<file path="src/rtl/any1_branch_issue.sv">
// In-order branch issue queue for the ANY-1 core: buffers dispatched branches, wakes
// their operands from the CDB and resolves the head entry into a registered result.

module any1_eval_branch #(
  parameter int WID = 64
) (
  input  logic [63:0]    inst_i,
  input  logic [WID-1:0] a_i,
  input  logic [WID-1:0] b_i,
  output logic           takb_o
);
  localparam logic [7:0] OP_BEQ  = 8'h40;
  localparam logic [7:0] OP_BNE  = 8'h41;
  localparam logic [7:0] OP_BLT  = 8'h44;
  localparam logic [7:0] OP_BGE  = 8'h45;
  localparam logic [7:0] OP_BLTU = 8'h46;
  localparam logic [7:0] OP_BGEU = 8'h47;

  logic [7:0] opcode;
  logic       unused_inst;

  assign opcode      = inst_i[7:0];
  assign unused_inst = ^inst_i[63:8];

  always_comb begin
    case (opcode)
      OP_BEQ:  takb_o = (a_i == b_i);
      OP_BNE:  takb_o = (a_i != b_i);
      OP_BLT:  takb_o = ($signed(a_i) <  $signed(b_i));
      OP_BGE:  takb_o = ($signed(a_i) >= $signed(b_i));
      OP_BLTU: takb_o = (a_i <  b_i);
      OP_BGEU: takb_o = (a_i >= b_i);
      default: takb_o = 1'b0;
    endcase
  end
endmodule

module any1_branch_issue #(
  parameter int DEPTH = 4,
  parameter int WID   = 64,
  parameter int TAGW  = 5,
  parameter int AWID  = 32
) (
  input  logic                     clk_i,
  input  logic                     rst_ni,
  input  logic                     flush_i,
  input  logic                     disp_valid_i,
  output logic                     disp_ready_o,
  input  logic [63:0]              disp_inst_i,
  input  logic [TAGW-1:0]          disp_tag_i,
  input  logic [WID-1:0]           disp_a_i,
  input  logic [WID-1:0]           disp_b_i,
  input  logic                     disp_av_i,
  input  logic                     disp_bv_i,
  input  logic [TAGW-1:0]          disp_atag_i,
  input  logic [TAGW-1:0]          disp_btag_i,
  input  logic [AWID-1:0]          disp_tgt_i,
  input  logic                     cdb_valid_i,
  input  logic [TAGW-1:0]          cdb_tag_i,
  input  logic [WID-1:0]           cdb_data_i,
  output logic                     res_valid_o,
  input  logic                     res_ready_i,
  output logic [TAGW-1:0]          res_tag_o,
  output logic                     res_takb_o,
  output logic [AWID-1:0]          res_tgt_o,
  output logic [$clog2(DEPTH):0]   count_o
);
  localparam int PW = $clog2(DEPTH);
  localparam logic [PW:0]   CNT_FULL = (PW+1)'(DEPTH);
  localparam logic [PW:0]   CNT_ONE  = (PW+1)'(1);
  localparam logic [PW-1:0] PTR_ONE  = PW'(1);

  typedef struct packed {
    logic [63:0]     inst;
    logic [TAGW-1:0] tag;
    logic [WID-1:0]  a;
    logic            av;
    logic [TAGW-1:0] atag;
    logic [WID-1:0]  b;
    logic            bv;
    logic [TAGW-1:0] btag;
    logic [AWID-1:0] tgt;
  } entry_t;

  entry_t          ent_q [DEPTH];
  entry_t          ent_d [DEPTH];
  logic [DEPTH-1:0] vld_q, vld_d;
  logic [PW-1:0]   head_q, head_d, tail_q, tail_d;
  logic [PW:0]     count_q, count_d;
  logic            res_valid_q, res_valid_d;
  logic            res_takb_q, res_takb_d;
  logic [TAGW-1:0] res_tag_q, res_tag_d;
  logic [AWID-1:0] res_tgt_q, res_tgt_d;

  entry_t head_ent, disp_ent;
  logic   disp_fire, issue, eval_takb;

  assign disp_ready_o = (count_q != CNT_FULL);
  assign disp_fire    = disp_valid_i && disp_ready_o;
  assign head_ent     = ent_q[head_q];
  assign issue        = (count_q != '0) && head_ent.av && head_ent.bv &&
                        (!res_valid_q || res_ready_i);

  any1_eval_branch #(.WID(WID)) u_eval (
    .inst_i (head_ent.inst),
    .a_i    (head_ent.a),
    .b_i    (head_ent.b),
    .takb_o (eval_takb)
  );

  // A dispatching operand whose producer broadcasts this very cycle is captured on entry.
  always_comb begin
    disp_ent.inst = disp_inst_i;
    disp_ent.tag  = disp_tag_i;
    disp_ent.atag = disp_atag_i;
    disp_ent.btag = disp_btag_i;
    disp_ent.tgt  = disp_tgt_i;
    disp_ent.a    = disp_a_i;
    disp_ent.av   = disp_av_i;
    disp_ent.b    = disp_b_i;
    disp_ent.bv   = disp_bv_i;
    if (!disp_av_i && cdb_valid_i && (disp_atag_i == cdb_tag_i)) begin
      disp_ent.a  = cdb_data_i;
      disp_ent.av = 1'b1;
    end
    if (!disp_bv_i && cdb_valid_i && (disp_btag_i == cdb_tag_i)) begin
      disp_ent.b  = cdb_data_i;
      disp_ent.bv = 1'b1;
    end
  end

  always_comb begin
    // NOTE: every signal gets a default first, so no path leaves it unassigned (no latch).
    ent_d       = ent_q;
    vld_d       = vld_q;
    head_d      = head_q;
    tail_d      = tail_q;
    count_d     = count_q;
    res_valid_d = res_valid_q;
    res_takb_d  = res_takb_q;
    res_tag_d   = res_tag_q;
    res_tgt_d   = res_tgt_q;

    for (int i = 0; i < DEPTH; i++) begin
      if (vld_q[i] && cdb_valid_i) begin
        if (!ent_q[i].av && (ent_q[i].atag == cdb_tag_i)) begin
          ent_d[i].a  = cdb_data_i;
          ent_d[i].av = 1'b1;
        end
        if (!ent_q[i].bv && (ent_q[i].btag == cdb_tag_i)) begin
          ent_d[i].b  = cdb_data_i;
          ent_d[i].bv = 1'b1;
        end
      end
    end

    if (issue) begin
      vld_d[head_q] = 1'b0;
      head_d        = head_q + PTR_ONE;
      res_valid_d   = 1'b1;
      res_takb_d    = eval_takb;
      res_tag_d     = head_ent.tag;
      res_tgt_d     = head_ent.tgt;
    end else if (res_ready_i) begin
      res_valid_d   = 1'b0;
    end

    if (disp_fire) begin
      ent_d[tail_q] = disp_ent;
      vld_d[tail_q] = 1'b1;
      tail_d        = tail_q + PTR_ONE;
    end

    case ({disp_fire, issue})
      2'b10:   count_d = count_q + CNT_ONE;
      2'b01:   count_d = count_q - CNT_ONE;
      default: count_d = count_q;
    endcase

    if (flush_i) begin
      vld_d       = '0;
      head_d      = '0;
      tail_d      = '0;
      count_d     = '0;
      res_valid_d = 1'b0;
    end
  end

  // NOTE: sequential state uses non-blocking assignments so every flop samples pre-edge values.
  always_ff @(posedge clk_i or negedge rst_ni) begin
    if (!rst_ni) begin
      vld_q       <= '0;
      head_q      <= '0;
      tail_q      <= '0;
      count_q     <= '0;
      res_valid_q <= 1'b0;
      res_takb_q  <= 1'b0;
      res_tag_q   <= '0;
      res_tgt_q   <= '0;
    end else begin
      vld_q       <= vld_d;
      head_q      <= head_d;
      tail_q      <= tail_d;
      count_q     <= count_d;
      res_valid_q <= res_valid_d;
      res_takb_q  <= res_takb_d;
      res_tag_q   <= res_tag_d;
      res_tgt_q   <= res_tgt_d;
    end
  end

  // NOTE: entry payload is not reset; vld_q and count_q alone decide which entries are live.
  always_ff @(posedge clk_i) begin
    ent_q <= ent_d;
  end

  assign res_valid_o = res_valid_q;
  assign res_takb_o  = res_takb_q;
  assign res_tag_o   = res_tag_q;
  assign res_tgt_o   = res_tgt_q;
  assign count_o     = count_q;
endmodule
</file>
<file path="config.mk">
export PLATFORM = sky130hd
export DESIGN_NAME = any1_branch_issue
export DESIGN_NICKNAME = d
export VERILOG_FILES = /design/src/rtl/any1_branch_issue.sv
export SDC_FILE = /design/constraint.sdc
export NUM_CORES = 2
export LEC_CHECK = 0
export BUFFER_PORTS_ARGS = -buffer_cell sky130_fd_sc_hd__buf_4
export CAP_MARGIN = 20
export CORE_UTILIZATION = 54
export DETAILED_ROUTE_END_ITERATION = 8
export PLACE_DENSITY = 0.76
export SLEW_MARGIN = 15
export SYNTH_ARGS = -nofsm -noshare
export SYNTH_HDL_FRONTEND = slang
export SYNTH_SLANG_ARGS = --single-unit
export TNS_END_PERCENT = 20
</file>
<file path="constraint.sdc">
create_clock -name clk_i -period 3.9 [get_ports clk_i]
set_input_delay 0.585 -clock clk_i [delete_from_list [all_inputs] [get_ports clk_i]]
set_output_delay 0.585 -clock clk_i [all_outputs]
set_load 0.1 [all_outputs]
</file>
==> qor.csv <==
metric,value,unit
status,"finished, final reports clean",
Slowest cell on crit path,dfrtp_4,
Final Max Slew Viols,0,
crit path buf inv count,4,
unrepaired setup endpoints after global routing,false,
Pint,22.3,mW
most frequent cell after synthesis,nor2_1,
Filler Cell Count,4898,
Clk pwr share,0.241,
die height,259,um
Vias/cell,6.20,
gp weighted congestion,0.834,
die area,67000,um^2
Leak,16.0,nW
first-pass GRT wire length,158000,um
top-area cell type share of the netlist area,0.292,
Initial DRC Count,3084,
#FFs+latches synth,790,
worst-case clock skew,0.0436,ns
fraction of layout cells with a size suffix above 1,0.226,
crit path DAT,4.35,ns
fmax,264,MHz
Worst Path Required,4.47,ns
GR Overflow Total,0,
clock sink count,790,
final hold viol count,0,
drt first pass iters,5,
maximum VDD drop,0.000539,V
# port buffers,302,
dpl hpwl,61500,um
share of total power in sequential cells,0.387,
switch share,0.363,
Slew headroom,0.265,
largest net degree at the start of global routing,65,
Power Density,873,nW/um^2
Final Util,0.619,
Worst-path clk slew,0.06,ns
CTS root buffer,clkbuf_16,
post-CTS setup buffer count,0,
Clock Latency Late Sink,0.67,ns
initial antenna violation count,18,
Die X,259,um
fin crit share,0.970,
routed vias,27100,
final setup violating endpoints,0,
Post-DRT Antenna Nets,0,
Post-route DRC,0,
number of flops mapped to enable cells by yosys,220,
Area Overhead vs Synth,12.5,%
Synth area leader,dfxtp_1,
Unique masters post-synth,62,
TritonCTS clock tree,built,
Inserted Clock Buffers,82,
"Cell Area, Synth",35600,um^2
crit-path cells,buf_12 -> buf_4 -> mux4_2 -> inv_1 -> ha_1 -> nand4_1 -> nor3_1 -> a221oi_1 -> o221ai_1 -> a221oi_1 -> buf_4 -> a22o_1 -> nand2_1 -> o221ai_2,
syn_nets,3633,
Nets,3827,
Worst path top cell family by delay,compound AO/OA/AOI/OAI gates,
slew at the pin closest to its max-slew limit,1.10,ns
max incr delay on CP,0.56,ns
Syn. warnings,0,
Starting Density,0.550,
post-synthesis cell count,3244,
syn_area_per_cell,11.0,um^2
worst-path fanout max,38,
crit path time final,3.78,ns
Async SR Flop Fraction,0.0633,
DRT Wirelength,103000,um
Synth top cells by count,"1024 x nor2_1, 520 x dfxtp_1, 512 x o22ai_1",
NetSw,12.7,mW
global-route usage over all layers,0.304,
row count,93,
worst setup path class,reg2reg,
Area contributors post-synth,"dfxtp_1 29%, edfxtp_1 19%, nor2_1 11%",
core box area,64800,um^2
DR WL/cell,23.5,um
Logic pwr share,0.372,
Tightest Hold Check Type,in2reg,
Worst Setup End Kind,flop,
vias in the first global route,27500,
# Max-Cap Violations,0,
Startpoint Class,flop,
I/O pin count,359,
Setup TNS,0,ns
Bufs on Longest Clock Path,3,
sequential element share of the synthesized area,0.512,
"Top FF cell, synth",dfxtp_1,
CTS H-tree lvls,3,
-- flip-flops by register name (all words and copies together), names as in the netlist --
name and flops:
vld_q 4, res_tgt_o 32, head_q 2, res_takb_o 1, res_tag_o 5, count_o 3
res_valid_o 1, tail_q 2, ent_q 740
-- worst register-to-register path, delay by kind of cell, from the launching register on --
family	cells	cell delay (ns)
flops	1	0.56
compound gates	5	1.27
fa+ha+maj	1	0.26
mux	1	0.35
simple gates	3	0.36
buf+inv	4	0.92
-- final timing paths --
kind	from	end	slack [ns]	depth (start not counted)
min in group asynchronous	rst_ni	res_tgt_o[6]	0.52	2
worst min register to register	ent_q[382]	ent_q[382]	0.49	2
max in group asynchronous	rst_ni	head_q[1]	2.79	2
worst max register to register	head_q[1]	res_takb_o	0.12	14
worst max-delay path	head_q[1]	res_takb_o	0.12	14
worst min-delay path	disp_tgt_i[29]	ent_q[752]	0.11	1
-- cells in the final DEF, fill, tap and decap left out, types with 9 or more instances in the layout --
cell type,count
nor2_1,1024
dfxtp_1,520
o22ai_1,512
buf_4,355
edfxtp_1,220
mux4_2,168
clkbuf_16,83
inv_1,76
ha_1,72
dfrtp_1,47
mux2_2,37
xor2_1,35
a21oi_1,30
nand4_1,27
nand2_1,26
nor2_2,26
buf_12,22
xnor2_1,19
clkbuf_8,19
clkbuf_1,15
diode_2,13
nor4_1,13
o21ai_0,12
clkinv_2,12
nand3_1,9
bufinv_16,9
-- logic make-up (layout without fill, tap and decap cells) --
group,Yosys count,after routing,synth area share
and+or+nand+nor,1170,1170,0.132
AOI/OAI and AO/OA,598,598,0.106
DFF,790,790,0.512
xor gates and xnor gates,55,55,0.0137
other,0,13,0
adders and majority gates,73,73,0.0258
buffers and inverters,349,612,0.0906
muxes,209,209,0.119
-- through the flow --
step                instance area (um^2)  total power, mW  worst slack [ns]  cells  hold WS [ns]
floorplan                          35700             23.1            0.0161   3244         0.289
global placement                   37100             25.9             0.208   4208         0.465
detailed placement                 37100             26.4             0.151   4208         0.475
CTS                                40100             34.9             0.115   4362        0.0759
global route                       40100             36.8           0.00802   4372        0.0909
finish                             40100             35.0             0.117   4375         0.115
-- power groups by stage --
stage	combinational, mW	clock [mW]	sequential [mW]
after detailed placement	12.8	0	13.6
after floorplan	8.38	0	14.7
after global routing	14.1	8.85	13.9
final	13.0	8.43	13.5
after CTS	12.9	8.51	13.5
after global placement	12.4	0	13.5
-- area by class of cell --
| type | instances | area (um^2) | area share |
|---|---|---|---|
| Multi-Input combinational cell | 2105 | 14300 | 0.357 |
| Tap cell | 855 | 1070 | 0.0267 |
| Inverter | 80 | 304 | 0.00758 |
| Timing Repair Buffer | 379 | 3130 | 0.0780 |
| Sequential cell | 790 | 18300 | 0.456 |
| Antenna cell | 13 | 32.5 | 0.000811 |
| Clock buffer | 118 | 2400 | 0.0598 |
| Clock inverter | 35 | 588 | 0.0147 |
-- repair_timing --
item,in CTS,in global routing
hold endpoints to repair,24,0
setup endpoints to repair,0,1
hold buffers,1,0
gates resized for setup,0,2
-- per-layer routing --
metal	vias up	global-route usage	wire length, um
li1	12100	-	-
met3	287	0.0627	10400
met4	12	0.129	4140
met1	13200	0.398	39600
met2	1550	0.492	48500
met5	-	0	85
No activity file was read; power rests on OpenSTA's default activity.
